### config.mk
export PLATFORM = sky130hd
export DESIGN_NAME = pattern_event_window_counter
export DESIGN_NICKNAME = d
export VERILOG_FILES = /design/src/rtl/pattern_evt_pkg.sv /design/src/rtl/evt_edge_det.sv /design/src/rtl/pattern_event_window_counter.sv
export SDC_FILE = /design/constraint.sdc
export NUM_CORES = 1
export LEC_CHECK = 0
export BUFFER_PORTS_ARGS = -buffer_cell sky130_fd_sc_hd__buf_2
export CAP_MARGIN = 30
export CORE_ASPECT_RATIO = 0.75
export CORE_MARGIN = 1
export CORE_UTILIZATION = 40
export CTS_CLUSTER_DIAMETER = 40
export CTS_CLUSTER_SIZE = 16
export DETAILED_ROUTE_END_ITERATION = 16
export GPL_TIMING_DRIVEN = 0
export PLACE_DENSITY = 0.65
export SYNTH_ARGS = -nofsm -noshare
export SYNTH_HDL_FRONTEND = slang
export SYNTH_SLANG_ARGS = --single-unit
### constraint.sdc
create_clock -name clk -period 2.85 [get_ports clk]
set_input_delay 0.57 -clock clk [delete_from_list [all_inputs] [get_ports clk]]
set_output_delay 0.57 -clock clk [all_outputs]
set_load 0.005 [all_outputs]
### src/rtl/pattern_evt_pkg.sv
// Shared types and helper functions for the pattern event window counter.
package pattern_evt_pkg;

    typedef enum logic [1:0] {
        IDLE   = 2'd0,
        COUNT  = 2'd1,
        REPORT = 2'd2
    } evt_state_t;

    // Timer must hold WIN_LEN-2; never narrower than one bit.
    function automatic int tmr_width(input int win_len);
        int w;
        w = $clog2(win_len - 1);
        if (w < 1) begin
            return 1;
        end else begin
            return w;
        end
    endfunction

    function automatic logic [31:0] sat_inc(input logic [31:0] val,
                                            input logic [31:0] max_val,
                                            input logic        en);
        logic [31:0] res;
        if (en && (val < max_val)) begin
            res = val + 32'd1;
        end else begin
            res = val;
        end
        return res;
    endfunction

endpackage

### src/rtl/evt_edge_det.sv
// Rising-edge detector: registers the level and flags a low-to-high transition.
module evt_edge_det (
    input  logic clk,
    input  logic rst,
    input  logic d,
    output logic rise
);

    logic d_q_r;

    // Previous-cycle copy of the input level.
    always_ff @(posedge clk) begin
        if (rst) begin
            d_q_r <= 1'b0;
        end else begin
            d_q_r <= d;
        end
    end

    assign rise = d & ~d_q_r;

endmodule

### src/rtl/pattern_event_window_counter.sv
// Counts detect events in a fixed window, reports on valid/ready and pulses irq on threshold.
// Optional REPORT-phase drop counter enabled by macro PATTERN_EVT_DROP_CNT_EN.
module pattern_event_window_counter
    import pattern_evt_pkg::*;
#(
    parameter int WIN_LEN = 16,
    parameter int CNT_W   = 4
) (
    input  logic             clk,
    input  logic             rst,
    input  logic             det_in,
    input  logic [CNT_W-1:0] cfg_thresh,
    output logic             irq,
    output logic             rpt_valid,
    input  logic             rpt_ready,
    output logic [CNT_W-1:0] rpt_count,
    output logic             rpt_hit,
    output logic             busy
`ifdef PATTERN_EVT_DROP_CNT_EN
    ,
    input  logic             drop_clr,
    output logic [7:0]       drop_cnt
`endif
);

    localparam int               TMR_W    = tmr_width(WIN_LEN);
    localparam logic [CNT_W-1:0] CNT_MAX  = {CNT_W{1'b1}};
    localparam logic [TMR_W-1:0] TMR_LOAD = TMR_W'(WIN_LEN - 2);

    evt_state_t       state_r;
    evt_state_t       state_s;
    logic             evt_s;
    logic [CNT_W-1:0] cnt_r;
    logic [CNT_W-1:0] cnt_nx_s;
    logic [CNT_W-1:0] thr_r;
    logic [TMR_W-1:0] timer_r;
    logic             open_s;
    logic             close_s;
    logic             accept_s;
    logic             cross_s;
    logic             irq_r;
    logic             rpt_valid_r;
    logic [CNT_W-1:0] rpt_count_r;
    logic             rpt_hit_r;
    logic             busy_r;

    evt_edge_det u_edge (
        .clk  (clk),
        .rst  (rst),
        .d    (det_in),
        .rise (evt_s)
    );

    // Next-state decode and window open/close/accept strobes.
    always_comb begin
        state_s  = state_r;
        cnt_nx_s = cnt_r;
        open_s   = 1'b0;
        close_s  = 1'b0;
        accept_s = 1'b0;
        cross_s  = 1'b0;
        case (state_r)
            IDLE: begin
                if (evt_s) begin
                    state_s = COUNT;
                    open_s  = 1'b1;
                    cross_s = (cfg_thresh == CNT_W'(1'b1));
                end else begin
                    state_s = IDLE;
                end
            end
            COUNT: begin
                cnt_nx_s = CNT_W'(sat_inc(32'(cnt_r), 32'(CNT_MAX), evt_s));
                // Only the transition from below to at-or-above threshold fires irq.
                cross_s  = (thr_r != {CNT_W{1'b0}}) && (cnt_r < thr_r) && (cnt_nx_s >= thr_r);
                if (timer_r == {TMR_W{1'b0}}) begin
                    state_s = REPORT;
                    close_s = 1'b1;
                end else begin
                    state_s = COUNT;
                end
            end
            REPORT: begin
                if (rpt_ready) begin
                    state_s  = IDLE;
                    accept_s = 1'b1;
                end else begin
                    state_s = REPORT;
                end
            end
            default: begin
                state_s = IDLE;
            end
        endcase
    end

    // State, window counter, timer, captured threshold and irq/busy registers.
    always_ff @(posedge clk) begin
        if (rst) begin
            state_r <= IDLE;
            cnt_r   <= {CNT_W{1'b0}};
            timer_r <= {TMR_W{1'b0}};
            thr_r   <= {CNT_W{1'b0}};
            irq_r   <= 1'b0;
            busy_r  <= 1'b0;
        end else begin
            state_r <= state_s;
            irq_r   <= cross_s;
            busy_r  <= (state_s != IDLE);
            if (open_s) begin
                cnt_r   <= CNT_W'(1'b1);
                timer_r <= TMR_LOAD;
                thr_r   <= cfg_thresh;
            end else if (state_r == COUNT) begin
                cnt_r <= cnt_nx_s;
                if (!close_s) begin
                    timer_r <= timer_r - TMR_W'(1'b1);
                end else begin
                    timer_r <= timer_r;
                end
            end else begin
                cnt_r   <= cnt_r;
                timer_r <= timer_r;
            end
        end
    end

    // Report holding registers: captured at window close, held until accepted.
    always_ff @(posedge clk) begin
        if (rst) begin
            rpt_valid_r <= 1'b0;
            rpt_count_r <= {CNT_W{1'b0}};
            rpt_hit_r   <= 1'b0;
        end else if (close_s) begin
            rpt_valid_r <= 1'b1;
            rpt_count_r <= cnt_nx_s;
            rpt_hit_r   <= (thr_r != {CNT_W{1'b0}}) && (cnt_nx_s >= thr_r);
        end else if (accept_s) begin
            rpt_valid_r <= 1'b0;
        end else begin
            rpt_valid_r <= rpt_valid_r;
        end
    end

    assign irq       = irq_r;
    assign rpt_valid = rpt_valid_r;
    assign rpt_count = rpt_count_r;
    assign rpt_hit   = rpt_hit_r;
    assign busy      = busy_r;

`ifdef PATTERN_EVT_DROP_CNT_EN
    logic [7:0] drop_cnt_r;

    // Events arriving while a report is pending; clear has priority.
    always_ff @(posedge clk) begin
        if (rst) begin
            drop_cnt_r <= 8'd0;
        end else if (drop_clr) begin
            drop_cnt_r <= 8'd0;
        end else if (evt_s && (state_r == REPORT)) begin
            drop_cnt_r <= 8'(sat_inc(32'(drop_cnt_r), 32'd255, 1'b1));
        end else begin
            drop_cnt_r <= drop_cnt_r;
        end
    end

    assign drop_cnt = drop_cnt_r;
`endif

endmodule

---- Yosys cells after proc, flatten, opt, wreduce, memory -nomap -nowiden ----
Index checks and enable logic that the tools add are counted.
operators by class
  $add $sub $neg .......................... 2
  $mul .................................... 0
  divide/modulo/power cells ............... 0
  magnitude comparators ................... 4
  equal/unequal tests ..................... 4
  shift-type cells ........................ 0
  muxes and demuxes ....................... 22
  bitwise gates (word level) .............. 3
  reduce and logical (&&, ||, !) cells .... 13
operators by type and width
  cell                 number
  $mux 4               6
  $mux 1               12
  $ge 4x4->1           2
  $pmux 2 s3           1
  $reduce_bool 2->1    3
  $add 4x1->4 const B  1
  $eq 4x1->1 const B   1
  $logic_and 1x1->1    4
  $logic_not 4->1      1
  $lt 4x4->1           1
  $lt 4x4->1 const B   1
  $mux 2               2
  $reduce_and 2->1     2
  $reduce_bool 4->1    1
  $sub 4x1->4 const B  1
  $eq 2x1->1 const B   1
  $eq 2x2->1 const B   1
  $logic_not 2->1      1
  $ne 2x2->1 const B   1
  $not 1->1            2
  $pmux 1 s2           1
  $reduce_or 2->1      1
  $and 1x1->1          1
storage, ports and cells
  flip-flop bits (word level) ............. 23
  bits in latches ......................... 0
  RAM bits ................................ 0
  bits in read-only memories .............. 0
  input bits .............................. 8
  output and inout port bits .............. 8
  memories ................................ 0

---- Longest topological paths before layout ----
  depth in word-level cells ............... 8
  gate-level depth with buffers ........... 9
  depth with buffers taken out ............ 9

---- Hierarchy ----
From an unflattened synthesis, not the netlist that was laid out.
unflattened totals
  cell total of the unflattened synthesis .. 141
  area, all modules ....................... 1307.5 um^2
modules (own cells, without submodules)
  module                        times used  cells each  area an instance (um^2)  sequential area each (um^2)
  pattern_event_window_counter  1           138         1260.0                   440.4
  evt_edge_det                  1           3           47.5                     20.0

---- Worst setup path before layout ----
Ideal clock, no wire load.
  path type ............................... register to register
  start ................................... register cnt_r[0]
  end ..................................... register irq_r (netlist: irq)
  setup time .............................. 0.136 ns
  arrival ................................. 1.937 ns
  required time ........................... 2.714 ns
  setup slack ............................. 0.777 ns
  stages on the path, launching flop included .. 9
  buffers on the path ..................... 0
  cell sequence ........................... dfxtp_1 ha_1 nand3_1 nand2_1 mux2_2 ha_1 a211o_1 a221oi_1 a2111oi_1
between the ends
  longest elaborated chain between the ends .. 7
  elaborated cells between the ends (all ways) .. 10
  those cells by class .................... 1 x add/sub; 3 x order compare; 3 x mux; 3 x reduce/logical
RTL lines
  item                    line                                 RTL
  start, declared         pattern_event_window_counter.sv:33   logic [CNT_W-1:0] cnt_r;
  start signal, assigned  pattern_event_window_counter.sv:101  cnt_r <= {CNT_W{1'b0}};
  start signal, assigned  pattern_event_window_counter.sv:111  cnt_r <= CNT_W'(1'b1);
  start signal, assigned  pattern_event_window_counter.sv:115  cnt_r <= cnt_nx_s;
  $lt 4x4->1              pattern_evt_pkg.sv:25                if (en && (val < max_val)) begin
  $logic_and 1x1->1       pattern_evt_pkg.sv:25
  $mux 4                  pattern_evt_pkg.sv:25
  $mux 4                  pattern_event_window_counter.sv:62   case (state_r)
  $ge 4x4->1              pattern_event_window_counter.sv:75   cross_s = (thr_r != {CNT_W{1'b0}}) && (cnt_r < thr_r) && (cnt_nx_s >= thr_r);
  $logic_and 1x1->1 (*)   pattern_event_window_counter.sv:75
  $pmux 1 s2 (*)          pattern_event_window_counter.sv:62
  end signal, assigned    pattern_event_window_counter.sv:108  irq_r <= cross_s;
  end, declared           pattern_event_window_counter.sv:41   logic irq_r;
Mark *: on every way between the ends. The rest lies on a longest branch, timed or not. The select of a mux whose other input is x is not followed.
A chain may end at the register's enable or synchronous reset.

---- Worst setup path in the final report ----
Ends and elaborated chain as after synthesis.

==> results_dict.tcl <==
set metrics [dict create \
    status "finished clean" \
    crit_arrival_ns 2.49 \
    avgSynthCellArea_um2 8.767 \
    yosys.area.top_type_share 0.3525 \
    synth_compound_area_frac 0.1485 \
    yosys_warnings 0 \
    synth_commonest_cells "dfxtp_1, nand2_1, ha_1, nor2_1, a21oi_1" \
    holdCritStartpoint "rpt_valid" \
    tritoncts "done" \
    rsz0062_at_grt "false" \
    synth-edff-count 0 \
    htreeDepth 1 \
    ant_nets 0 \
    ctsResizeCount 0 \
    period_needed_ns 2.370 \
    whs_ns 0.4733 \
    muxShareOfSynthArea 0.05077 \
    cts-root-buf "clkbuf_8" \
    dr.pass1.iters 4 \
    final_core_util 0.4867 \
    rrSetupSlack_ns 0.48 \
    syn_inst 149 \
    wirelength_um 2788 \
    worstRegToRegCells 9 \
    gr-usage-all-layers 0.1849 \
    antenna_found_initial 0 \
    layout.nets 190 \
    seq_area_frac_synth 0.3525 \
    drive_gt1_frac 0.1856 \
    synthArstFlopShare 0 \
    whs_path_depth 2 \
    r2r_end "irq" \
    crit_fanout 5 \
    maxCapViolCount 0 \
    clock_insertion_delay_worst_skew_ns 0.26 \
    fin_tns_setup_ns 0 \
    synth-xor-area-share 0.03352 \
    crit_chain "ha_1 -> nand3_1 -> nand2_1 -> xor2_1 -> ha_1 -> nand2b_1 -> a211o_1 -> a221oi_1 -> a2111oi_1" \
    whs_endpoint "rpt_valid" \
    stdcell_count 205 \
    overflow 0 \
    cp_num_buf_inv 0 \
    grt_pass1_vias 978 \
    die_h_um 51.49 \
    p_leak_nw 0.6124 \
    hpwlAfterDp_um 2204 \
    max_stage_delay_ns 0.44 \
    drc 0 \
    final-setup-viol-count 0 \
    cts.path.max_buffers 2 \
    synth_area_mm2 0.001306 \
    slowest_stage "dfxtp_1" \
    yosys.area_share.simple 0.2375 \
    core-area_mm2 0.003020 \
    synth.net_count 171 \
    ys_types 36 \
    ys.flop_type "dfxtp_1" \
    synth_area_leader_cell "dfxtp_1" \
    start_util 0.4325 \
    hold_path_class "reg2reg" \
    worst_pin_slew_ns 0.5238 \
    critPathKind "reg2reg" \
    die-area_mm2 0.003501 \
    num_io_pins 16 \
    path_clk_slew_ns 0.08 \
    cts.sinks 23 \
    cp_common_cell "ha_1" \
    max-slew-margin-rel 0.6489 \
    end_kind "register" \
    powerDensity_mw_per_mm2 497.0 \
    critPathLaunchType "register" \
    post_cts_buffers 0 \
    area_growth_pct 12.55 \
    final-hold-violation-count 0 \
    drtIter0Drc 36 \
    yosys.area_share.adder 0.1341 \
    cp_top_family "compound AO/OA/AOI/OAI gates" \
    fp.dieW_um 67.99 \
    fin_skew_ns 0.001569 \
    period_share 0.8317 \
    port_buffers 14 \
    synth_most_common_cell "dfxtp_1" \
    yosys-top-cells-area "dfxtp_1, ha_1, a21oi_1, nand2_1, mux2_2" \
    diodes 0 \
    std_cell_rows 17 \
    gp_congestion 0.8842 \
    viasPerCell 5.302 \
    clock.fmax_mhz 421.9 \
    r2r-start "cnt_r[0]" \
    peakVddDrop_mv 0.4341 \
    wl_per_cell_um 13.60 \
    slew_violations 0 \
    crit_required_ns 2.97 \
    vias 1087 \
    cts_inserted_buffers 3 \
    grt_pass1_wl_um 4802 \
    hold_buffers 0 \
    synth_top_family_by_area "simple AND/OR/NAND/NOR gates" \
    grt_max_degree 14 \
    ys_ff_latch 23 \
    dp.cells 201 \
    p_total_uw 730.7 \
]
final cells by class:
type,instances,area (um^2)
fill,307,1550
multi-input combinational,115,789.5
sequential,23,460.4
timing repair buffer,14,70.07
tap,38,47.55
clock buffer,3,41.29
buffer,4,30.03
inverter,7,26.28
clock inverter,1,5.005
sequential cells by signal (all words and copies together) (netlist names):
name / count
cnt_r: 4
rpt_count: 4
thr_r: 4
timer_r: 4
state_r: 2
busy: 1
irq: 1
rpt_hit: 1
rpt_valid: 1
u_edge.d_q_r: 1
cell families after synthesis:
family,after synthesis
DFF,23
adders and majority gates,14
muxes,6
buffers and inverters,11
xor gates and xnor gates,5
and+or+nand+nor,59
AOI/OAI and AO/OA,31
metrics by stage:
stage	area (um^2)	setup slack, ns
after floorplan	1306	0.7768
after global routing	1470	0.3920
after CTS	1470	0.5109
after detailed placement	1424	0.4314
after global placement	1424	0.4118
final	1470	0.4796
power by group:
| group | internal, mW | leakage, nW | switching [mW] |
|---|---|---|---|
| Combinational | 0.0726 | 0.399 | 0.0896 |
| Sequential | 0.345 | 0.188 | 0.0209 |
| Clock | 0.0976 | 0.0255 | 0.105 |
placed cells by master, fill, tap and decap left out:
cell type	instances
a2111oi_1	1
a211o_1	1
a211oi_1	3
a21oi_1	13
a221oi_1	1
a311oi_1	1
a31o_2	1
a31oi_1	1
a32o_1	1
and2b_1	1
and3_1	1
buf_2	14
buf_6	2
clkbuf_1	2
clkbuf_8	3
clkinv_2	1
dfxtp_1	23
ha_1	14
inv_1	7
mux2_2	5
mux2i_1	1
nand2_1	17
nand2_4	1
nand2b_1	6
nand3_1	4
nand3b_1	1
nor2_1	14
nor2b_1	4
nor3_1	3
nor3_2	1
nor3b_1	1
nor4_1	1
nor4b_1	1
o21a_1	2
o21ai_0	6
or3b_2	2
or4b_4	1
xnor2_1	2
xor2_1	3
routing by layer:
metal / up-vias / GRT usage / wire [um]
li1: 555 / - / -
met1: 501 / 0.2716 / 1433
met2: 29 / 0.2729 / 1181
met3: 2 / 0.04605 / 164
met4: 0 / 0.03125 / 9
met5: - / 0 / 0
how the worst max path moves through the flow:
stage / start / endpoint / slack, ns / cells past startpoint
global placement: det_in / irq / 0.41 / 9
CTS: cnt_r[0] / irq / 0.51 / 9
global route: cnt_r[0] / irq / 0.39 / 9
finish: cnt_r[0] / irq / 0.48 / 9
floorplan: cnt_r[0] / irq / 0.78 / 8
detailed placement: det_in / irq / 0.43 / 9
worst register-to-register path: stages (launching register included):
cell	delay, ns
dfxtp_1	0.44
ha_1	0.24
nand3_1	0.11
nand2_1	0.13
xor2_1	0.25
ha_1	0.27
nand2b_1	0.14
a211o_1	0.29
a221oi_1	0.25
a2111oi_1	0.11
(Power assumes the default switching activity.)
